==> src/rtl/rv32i_pkg.sv <==
// Shared RV32I widths, the canonical NOP and the fetch-queue entry layout.
package rv32i_pkg;

    localparam int unsigned XLEN = 32;
    localparam int unsigned ILEN = 32;
    localparam logic [ILEN-1:0] NOP_INSTR = 32'h0000_0013;

    typedef struct packed {
        logic [XLEN-1:0] pc;
        logic [ILEN-1:0] instr;
    } fetch_entry_t;

endpackage

==> src/rtl/imem_fetch_ctrl_queue.sv <==
// Circular queue of fetched {pc, instr} entries; flush empties it in a single edge.
module fetch_queue
    import rv32i_pkg::*;
#(
    parameter int unsigned QDEPTH = 2
) (
    input  logic                    clk,
    input  logic                    rst,
    input  logic                    push,
    input  logic                    pop,
    input  logic                    flush,
    input  fetch_entry_t            wr_entry,
    output fetch_entry_t            head_entry,
    output logic [$clog2(QDEPTH):0] count
);

    localparam int unsigned PW = $clog2(QDEPTH);
    localparam int unsigned CW = PW + 1;

    fetch_entry_t  mem_q [QDEPTH];
    fetch_entry_t  mem_d [QDEPTH];
    logic [PW-1:0] head_q, head_d;
    logic [PW-1:0] tail_q, tail_d;
    logic [CW-1:0] count_q, count_d;

    // Pointers wrap for free because QDEPTH is restricted to powers of two.
    always_comb begin
        mem_d   = mem_q;
        head_d  = head_q;
        tail_d  = tail_q;
        count_d = count_q;
        if (flush) begin
            head_d  = '0;
            tail_d  = '0;
            count_d = '0;
        end else begin
            if (push) begin
                mem_d[tail_q] = wr_entry;
                tail_d        = tail_q + 1'b1;
            end
            if (pop) begin
                head_d = head_q + 1'b1;
            end
            count_d = count_q + CW'(push) - CW'(pop);
        end
    end

    always_ff @(posedge clk or posedge rst) begin
        if (rst) begin
            for (int unsigned i = 0; i < QDEPTH; i++) begin
                mem_q[i] <= '{pc: '0, instr: NOP_INSTR};
            end
            head_q  <= '0;
            tail_q  <= '0;
            count_q <= '0;
        end else begin
            mem_q   <= mem_d;
            head_q  <= head_d;
            tail_q  <= tail_d;
            count_q <= count_d;
        end
    end

    assign head_entry = mem_q[head_q];
    assign count      = count_q;

endmodule

==> src/rtl/imem_fetch_ctrl.sv <==
// Instruction fetch controller: PC sequencing, redirect flush and a small fetch queue.
// Define IMEM_FETCH_MISALIGN_CHECK_EN to halt fetch on a misaligned redirect target.
module imem_fetch_ctrl
    import rv32i_pkg::*;
#(
    parameter logic [XLEN-1:0] RESET_PC = 32'h0000_0000,
    parameter int unsigned     QDEPTH   = 2
) (
    input  logic            clk,
    input  logic            rst,
    input  logic            fetch_en,
    output logic [XLEN-1:0] imem_addr,
    input  logic [ILEN-1:0] imem_instr,
    input  logic            redirect_valid,
    input  logic [XLEN-1:0] redirect_pc,
    output logic            out_valid,
    input  logic            out_ready,
    output logic [ILEN-1:0] out_instr,
    output logic [XLEN-1:0] out_pc,
    output logic            misalign_err
);

    localparam int unsigned   CW   = $clog2(QDEPTH) + 1;
    localparam logic [CW-1:0] FULL = CW'(QDEPTH);

    logic [XLEN-1:0] pc_q, pc_d;
    logic [CW-1:0]   count;
    logic            halted;
    logic            push;
    logic            pop;
    logic            q_pop;
    fetch_entry_t    wr_entry;
    fetch_entry_t    head_entry;

    // Redirect outranks both pop and push; the queue sees it as a flush.
    always_comb begin
        pop      = out_valid & out_ready;
        push     = fetch_en & ~redirect_valid & ~halted & ((count < FULL) | pop);
        q_pop    = pop & ~redirect_valid;
        wr_entry = '{pc: pc_q, instr: imem_instr};
        pc_d     = pc_q;
        if (redirect_valid) begin
            pc_d = redirect_pc & ~XLEN'(3);
        end else if (push) begin
            pc_d = pc_q + XLEN'(4);
        end
    end

    always_ff @(posedge clk or posedge rst) begin
        if (rst) begin
            pc_q <= RESET_PC;
        end else begin
            pc_q <= pc_d;
        end
    end

`ifdef IMEM_FETCH_MISALIGN_CHECK_EN
    logic halted_q, halted_d;

    // Halt and error are the same sticky event, so one flop backs both.
    always_comb begin
        halted_d = halted_q | (redirect_valid & (redirect_pc[1:0] != 2'b00));
    end

    always_ff @(posedge clk or posedge rst) begin
        if (rst) begin
            halted_q <= 1'b0;
        end else begin
            halted_q <= halted_d;
        end
    end

    assign halted       = halted_q;
    assign misalign_err = halted_q;
`else
    assign halted       = 1'b0;
    assign misalign_err = 1'b0;
`endif

    fetch_queue #(
        .QDEPTH(QDEPTH)
    ) u_queue (
        .clk       (clk),
        .rst       (rst),
        .push      (push),
        .pop       (q_pop),
        .flush     (redirect_valid),
        .wr_entry  (wr_entry),
        .head_entry(head_entry),
        .count     (count)
    );

    assign imem_addr = pc_q;
    assign out_valid = (count != '0);
    assign out_pc    = head_entry.pc;
    assign out_instr = head_entry.instr;

endmodule

==> config.mk <==
export PLATFORM = sky130hd
export DESIGN_NAME = imem_fetch_ctrl
export DESIGN_NICKNAME = d
export VERILOG_FILES = /design/src/rtl/rv32i_pkg.sv /design/src/rtl/imem_fetch_ctrl_queue.sv /design/src/rtl/imem_fetch_ctrl.sv
export SDC_FILE = /design/constraint.sdc
export NUM_CORES = 1
export LEC_CHECK = 0
export BUFFER_PORTS_ARGS = -buffer_cell sky130_fd_sc_hd__buf_2
export CORE_AREA = 2 2 142 102
export CTS_CLUSTER_SIZE = 28
export DETAILED_ROUTE_END_ITERATION = 12
export DIE_AREA = 0 0 144 104
export PLACE_DENSITY = 0.87
export SKIP_CTS_REPAIR_TIMING = 1
export SYNTH_ARGS = -nofsm -noshare
export SYNTH_HDL_FRONTEND = slang
export SYNTH_HIERARCHICAL = 1
export SYNTH_SLANG_ARGS = --single-unit
==> constraint.sdc <==
create_clock -name clk -period 9.3 [get_ports clk]
set_input_delay 1.395 -clock clk [delete_from_list [all_inputs] [get_ports clk]]
set_output_delay 1.395 -clock clk [all_outputs]
set_load 0.1 [all_outputs]
# After elaboration in Yosys (flattened, before gate mapping)

Cells that the tools add are included.
Widths: inputs -> output; s select.

$add $sub $neg: 5
Bitwise operators: 8
Multiplexer cells: 13
$lt $le $gt $ge: 4
Reductions and logical operators: 5

Operators by type and width:

| cell                  | count |
|---|---|
| $mux 64               | 4 |
| $bwmux 128            | 1 |
| $demux 64 s1          | 1 |
| $mux 32               | 2 |
| $add 32x3->32 const B | 1 |
| $reduce_bool 2->1     | 3 |
| $and 1x1->1           | 4 |
| $ge 2x2->1 const B    | 2 |
| $mux 1                | 4 |
| $not 1->2             | 2 |
| $add 1x1->1 const B   | 2 |
| $add 2x1->2           | 1 |
| $lt 2x1->1 const B    | 1 |
| $lt 2x2->1 const B    | 1 |
| $mux 2                | 1 |
| $reduce_and 2->1      | 1 |
| $sub 2x1->2           | 1 |
| $logic_and 1x1->1     | 1 |
| $not 1->1             | 1 |
| $or 1x1->1            | 1 |

Flip-flop bits (word level): 164
Output and inout port bits: 98
Logic and storage cells: 43

# Longest topological paths before layout

Depth after elaboration: 7
Depth in mapped cells: 9
Gate-level depth less buffers: 9

# Hierarchy

Netlist, hierarchy kept.

By module, submodules not included:

| module          | sequential area each (µm²) | times used | cells an instance | area each (µm²) |
|---|---|---|---|---|
| fetch_queue     | 3310.7                     | 1          | 359               | 6149.6 |
| imem_fetch_ctrl | 750.7                      | 1          | 200               | 1774.2 |

# Worst setup path after synthesis

OpenSTA, ideal clock, no wires.

Kind: input port to flip-flop
Start: in redirect_valid
End: reg u_queue/mem_q[111] (netlist bit)
Arrival time: 2.849 ns
Path buffers: 4
Cell stages on the path: 7
Slack: 6.325 ns
Cells stage by stage: clkbuf_1 > clkbuf_1 > nor2_1 > nor3b_2 > buf_6 > buf_12 > mux2_2

Longest elaborated chain between the ends: 4

Ends and longest elaborated chain:

| element                        | RTL line                    | text |
|---|---|---|
| start: declaration             | imem_fetch_ctrl.sv:14       | `input logic redirect_valid,` |
| $not 1->1 (no line)            | -                           |  |
| $and 1x1->1 (2 in a row)       | imem_fetch_ctrl.sv:38       | `push = fetch_en & ~redirect_valid & ~halted & ((count < FULL) \| pop);` |
| net push                       | imem_fetch_ctrl.sv:29       | `logic push;` |
| $reduce_and 2->1 (no line)     | -                           |  |
| end signal: indexed assignment | imem_fetch_ctrl_queue.sv:51 | `mem_q[i] <= '{pc: '0, instr: NOP_INSTR};` |
| end signal: assignment         | imem_fetch_ctrl_queue.sv:57 | `mem_q <= mem_d;` |
| end: declaration               | imem_fetch_ctrl_queue.sv:20 | `fetch_entry_t mem_q [QDEPTH];` |

The timed path passes the listed nets, and every way through them passes these cells.
A chain may end at the register's enable or synchronous reset.

# Worst setup path after layout

Start: in redirect_valid
End: reg u_queue/mem_q[72] (netlist bit)

Same word-level chain as after synthesis.

==> summary.md <==
| Metric | Value |
|---|---|
| CTS H-tree depth | `4` |
| Syn Inst Count | `around 560` |
| Via Count | `a little over 5000` |
| HP Class | `reg -> reg` |
| Initial antenna violation count | `0` |
| Die W | `144 µm` |
| Data required, critical path | `roughly 9.6 ns` |
| DRT iter0 DRCs | `roughly 320` |
| CTS max path bufs | `2` |
| Unique masters post-synth | `40` |
| DP HPWL | `11900 µm` |
| IO Count | `roughly 170` |
| CP Launch Type | `input pin` |
| Final Slew Violations | `0` |
| Average wire per standard cell | `19.2 µm` |
| Outcome | `completed` |
| Worst Reg2Reg Path Length in Cells | `6` |
| Nets | `791` |
| Tmin final | `4.07 ns` |
| Vias per cell | `5.56` |
| Highest routed layer | `met4` |
| DRT Wirelength | `17600 µm` |
| Worst Setup SP | `redirect_valid` |
| Cell area after synthesis | `0.00792 mm²` |
| Peak supply drop | `0.165 mV` |
| Synth Warn # | `6` |
| WS Path Type | `in -> reg` |
| Sequential-to-total area share from yosys stat | `0.513` |
| RSZ-0062 raised after global routing | `false` |
| WL met1 | `7800 µm` |
| Starting density of the core | `0.581` |
| Total gr overflow | `0` |
| Area delta synth->final | `17.0%` |
| Final period util | `0.438` |
| Met3 routed WL | `1160 µm` |
| CP max stage delay | `1.01 ns` |
| Power Dens Cells | `332 mW/mm²` |
| Clk_lat worst skew | `0.43 ns` |
| GRT Total Usage | `0.246` |
| Pre-Repair DR Iteration Count | `4` |
| Die area | `0.0150 mm²` |
| Number of enable flip-flop cells after synthesis | `0` |
| Cell at the slowest stage of the critical path | `nor3b_4` |
| Yosys reg bits | `between 150 and 200` |
| CTS root buffer | `clkbuf_16` |
| Crit end category | `flop` |
| Die Ht | `between 100 and 150 µm` |
| Fin Setup TNS | `0 ns` |
| Core Region | `0.0136 mm²` |
| Final ANT Viol Nets | `0` |
| Hold Slack | `between 0.5 and 0.6 ns` |
| Worst-path clk slew | `0.06 ns` |
| RR Startpoint | `u_queue/count[1]$_DFF_PP0_` |
| Main synth FF type | `dfrtp_1` |
| Layout cell share with drive strength beyond 1 | `0.548` |
| Largest net degree at the start of global routing | `69` |
| Commonest non-fill, non-tap cell in the layout | `buf_2` |
| Number of diodes | `0` |
| Relative slew slack | `0.211` |
| Max_cap viols | `0` |
| Worst Path Max Fanout | `62` |
| Final clock skew | `0.0117 ns` |
| Final hold vios | `0` |
| Post-Layout Inst Area | `around 0.0093 mm²` |
| Num rows | `36` |
| R2R setup slack | `5.95 ns` |
| Global-route wire length before repair | `28300 µm` |
| Port Buffer Count | `approximately 160` |
| Worst-margin pin slew | `approximately 1.2 ns` |
| Most frequent cells in the layout | `161 x buf_2, 155 x dfrtp_1, 124 x mux2_2` |
| Worst r2r dst | `u_queue/mem_q[72]$_DFFE_PP0P_` |
| DR DRC count | `0` |
| Crit path cell chain | `buf_2 -> nor2_1 -> nor3b_4 -> buf_4 -> mux2_2` |
| Clk sinks | `about 160` |
| F_max | `246 MHz` |
| Placed inst area | `0.00869 mm²` |
| FFs w/ async S/R, synth | `1.00` |
| Gpl congestion | `~0.85` |
| CP endpoint | `u_queue/mem_q[72]$_DFFE_PP0P_` |
| Arr. time, crit path | `between 4 and 5 ns` |
| Finish-stage setup viols | `0` |
| DR WL met2 | `about 8400 µm` |
| Avg Inst Size Synth | `approximately 14 µm²` |
| TritonCTS Buffers | `17` |
| TritonCTS clock tree | `done` |
| Vias in the first global route | `approximately 5400` |
| Final Util | `0.679` |
| P_leak | `around 4.5 nW` |
report_power, final:
group	total, mW	internal (mW)	switching [mW]
registers	1.03	0.900	0.132
logic	1.36	0.364	0.992
clock network	0.692	0.428	0.264
total	3.08	1.69	1.39
cell families (layout without fill, tap and decap cells):
logic type,Yosys count,in the layout,synth area share
other,1,7,0.000473
xor gates and xnor gates,30,30,0.0349
and+or+nand+nor,102,102,0.0711
adders and majority gates,3,3,0.00474
muxes,195,195,0.310
DFF,162,162,0.513
AOI/OAI and AO/OA,30,30,0.0201
buffers and inverters,36,201,0.0461
critical path: cells and delay by family:
kind / cells / cell delay, ns
simple gates: 2 / 1.41
buf+inv: 2 / 1.09
mux: 1 / 0.42
worst min path at each step:
stage | cells past startpoint | startpoint | to | slack (ns)
6_report | 1 | u_queue/mem_q[100]$_DFFE_PP0P_ | u_queue/mem_q[100]$_DFFE_PP0P_ | 0.50
3_3_place_gp | 1 | u_queue/mem_q[30]$_DFFE_PP0P_ | u_queue/mem_q[30]$_DFFE_PP0P_ | 0.48
3_5_place_dp | 1 | u_queue/mem_q[9]$_DFFE_PP0P_ | u_queue/mem_q[9]$_DFFE_PP0P_ | 0.49
4_1_cts | 1 | u_queue/mem_q[81]$_DFFE_PP0P_ | u_queue/mem_q[81]$_DFFE_PP0P_ | 0.51
5_1_grt | 1 | u_queue/mem_q[9]$_DFFE_PP0P_ | u_queue/mem_q[9]$_DFFE_PP0P_ | 0.51
2_1_floorplan | 1 | u_queue/mem_q[27]$_DFFE_PP0P_ | u_queue/mem_q[27]$_DFFE_PP0P_ | 0.47
cell usage after synthesis (7+ instances only):
master     n  area share
o21ai_0   27       0.017
buf_2      7      0.0044
xor2_1    18       0.020
nand4_1   13       0.010
mux2_2   124        0.18
nand2_1   35       0.017
dfrtp_1  156        0.49
nand3_1   13      0.0082
nor2_1     9      0.0043
buf_12    12       0.030
xnor2_1   11       0.012
mux2_4    70        0.13
per-layer routing:
layer,track usage,vias to the layer above
met3,0.0599,25
met1,0.335,2573
met2,0.386,219
li1,-,2295
met4,0.0847,0
met5,0,-
metrics by stage:
stage	setup WS (ns)	power, mW	cells
after floorplan	4.39	2.21	565
final	5.23	3.08	920
after CTS	5.30	3.10	920
after detailed placement	4.84	2.39	890
after global routing	5.05	3.20	920
after global placement	4.92	2.35	890
layout make-up:
cell class,count,area (µm²)
tap,190,238
timing repair buffer,165,836
multi-input combinational,367,3530
sequential,162,4060
fill,1001,4380
inverter,6,25.0
clock inverter,4,72.6
clock buffer,26,509
flip-flops by register name, indices dropped and copies added, names as in the netlist:
name	cells
u_queue/head_q	1
u_queue/tail_q	1
imem_addr	30
u_queue/mem_q	128
u_queue/count	2
No activity file was read; power rests on OpenSTA's default activity.
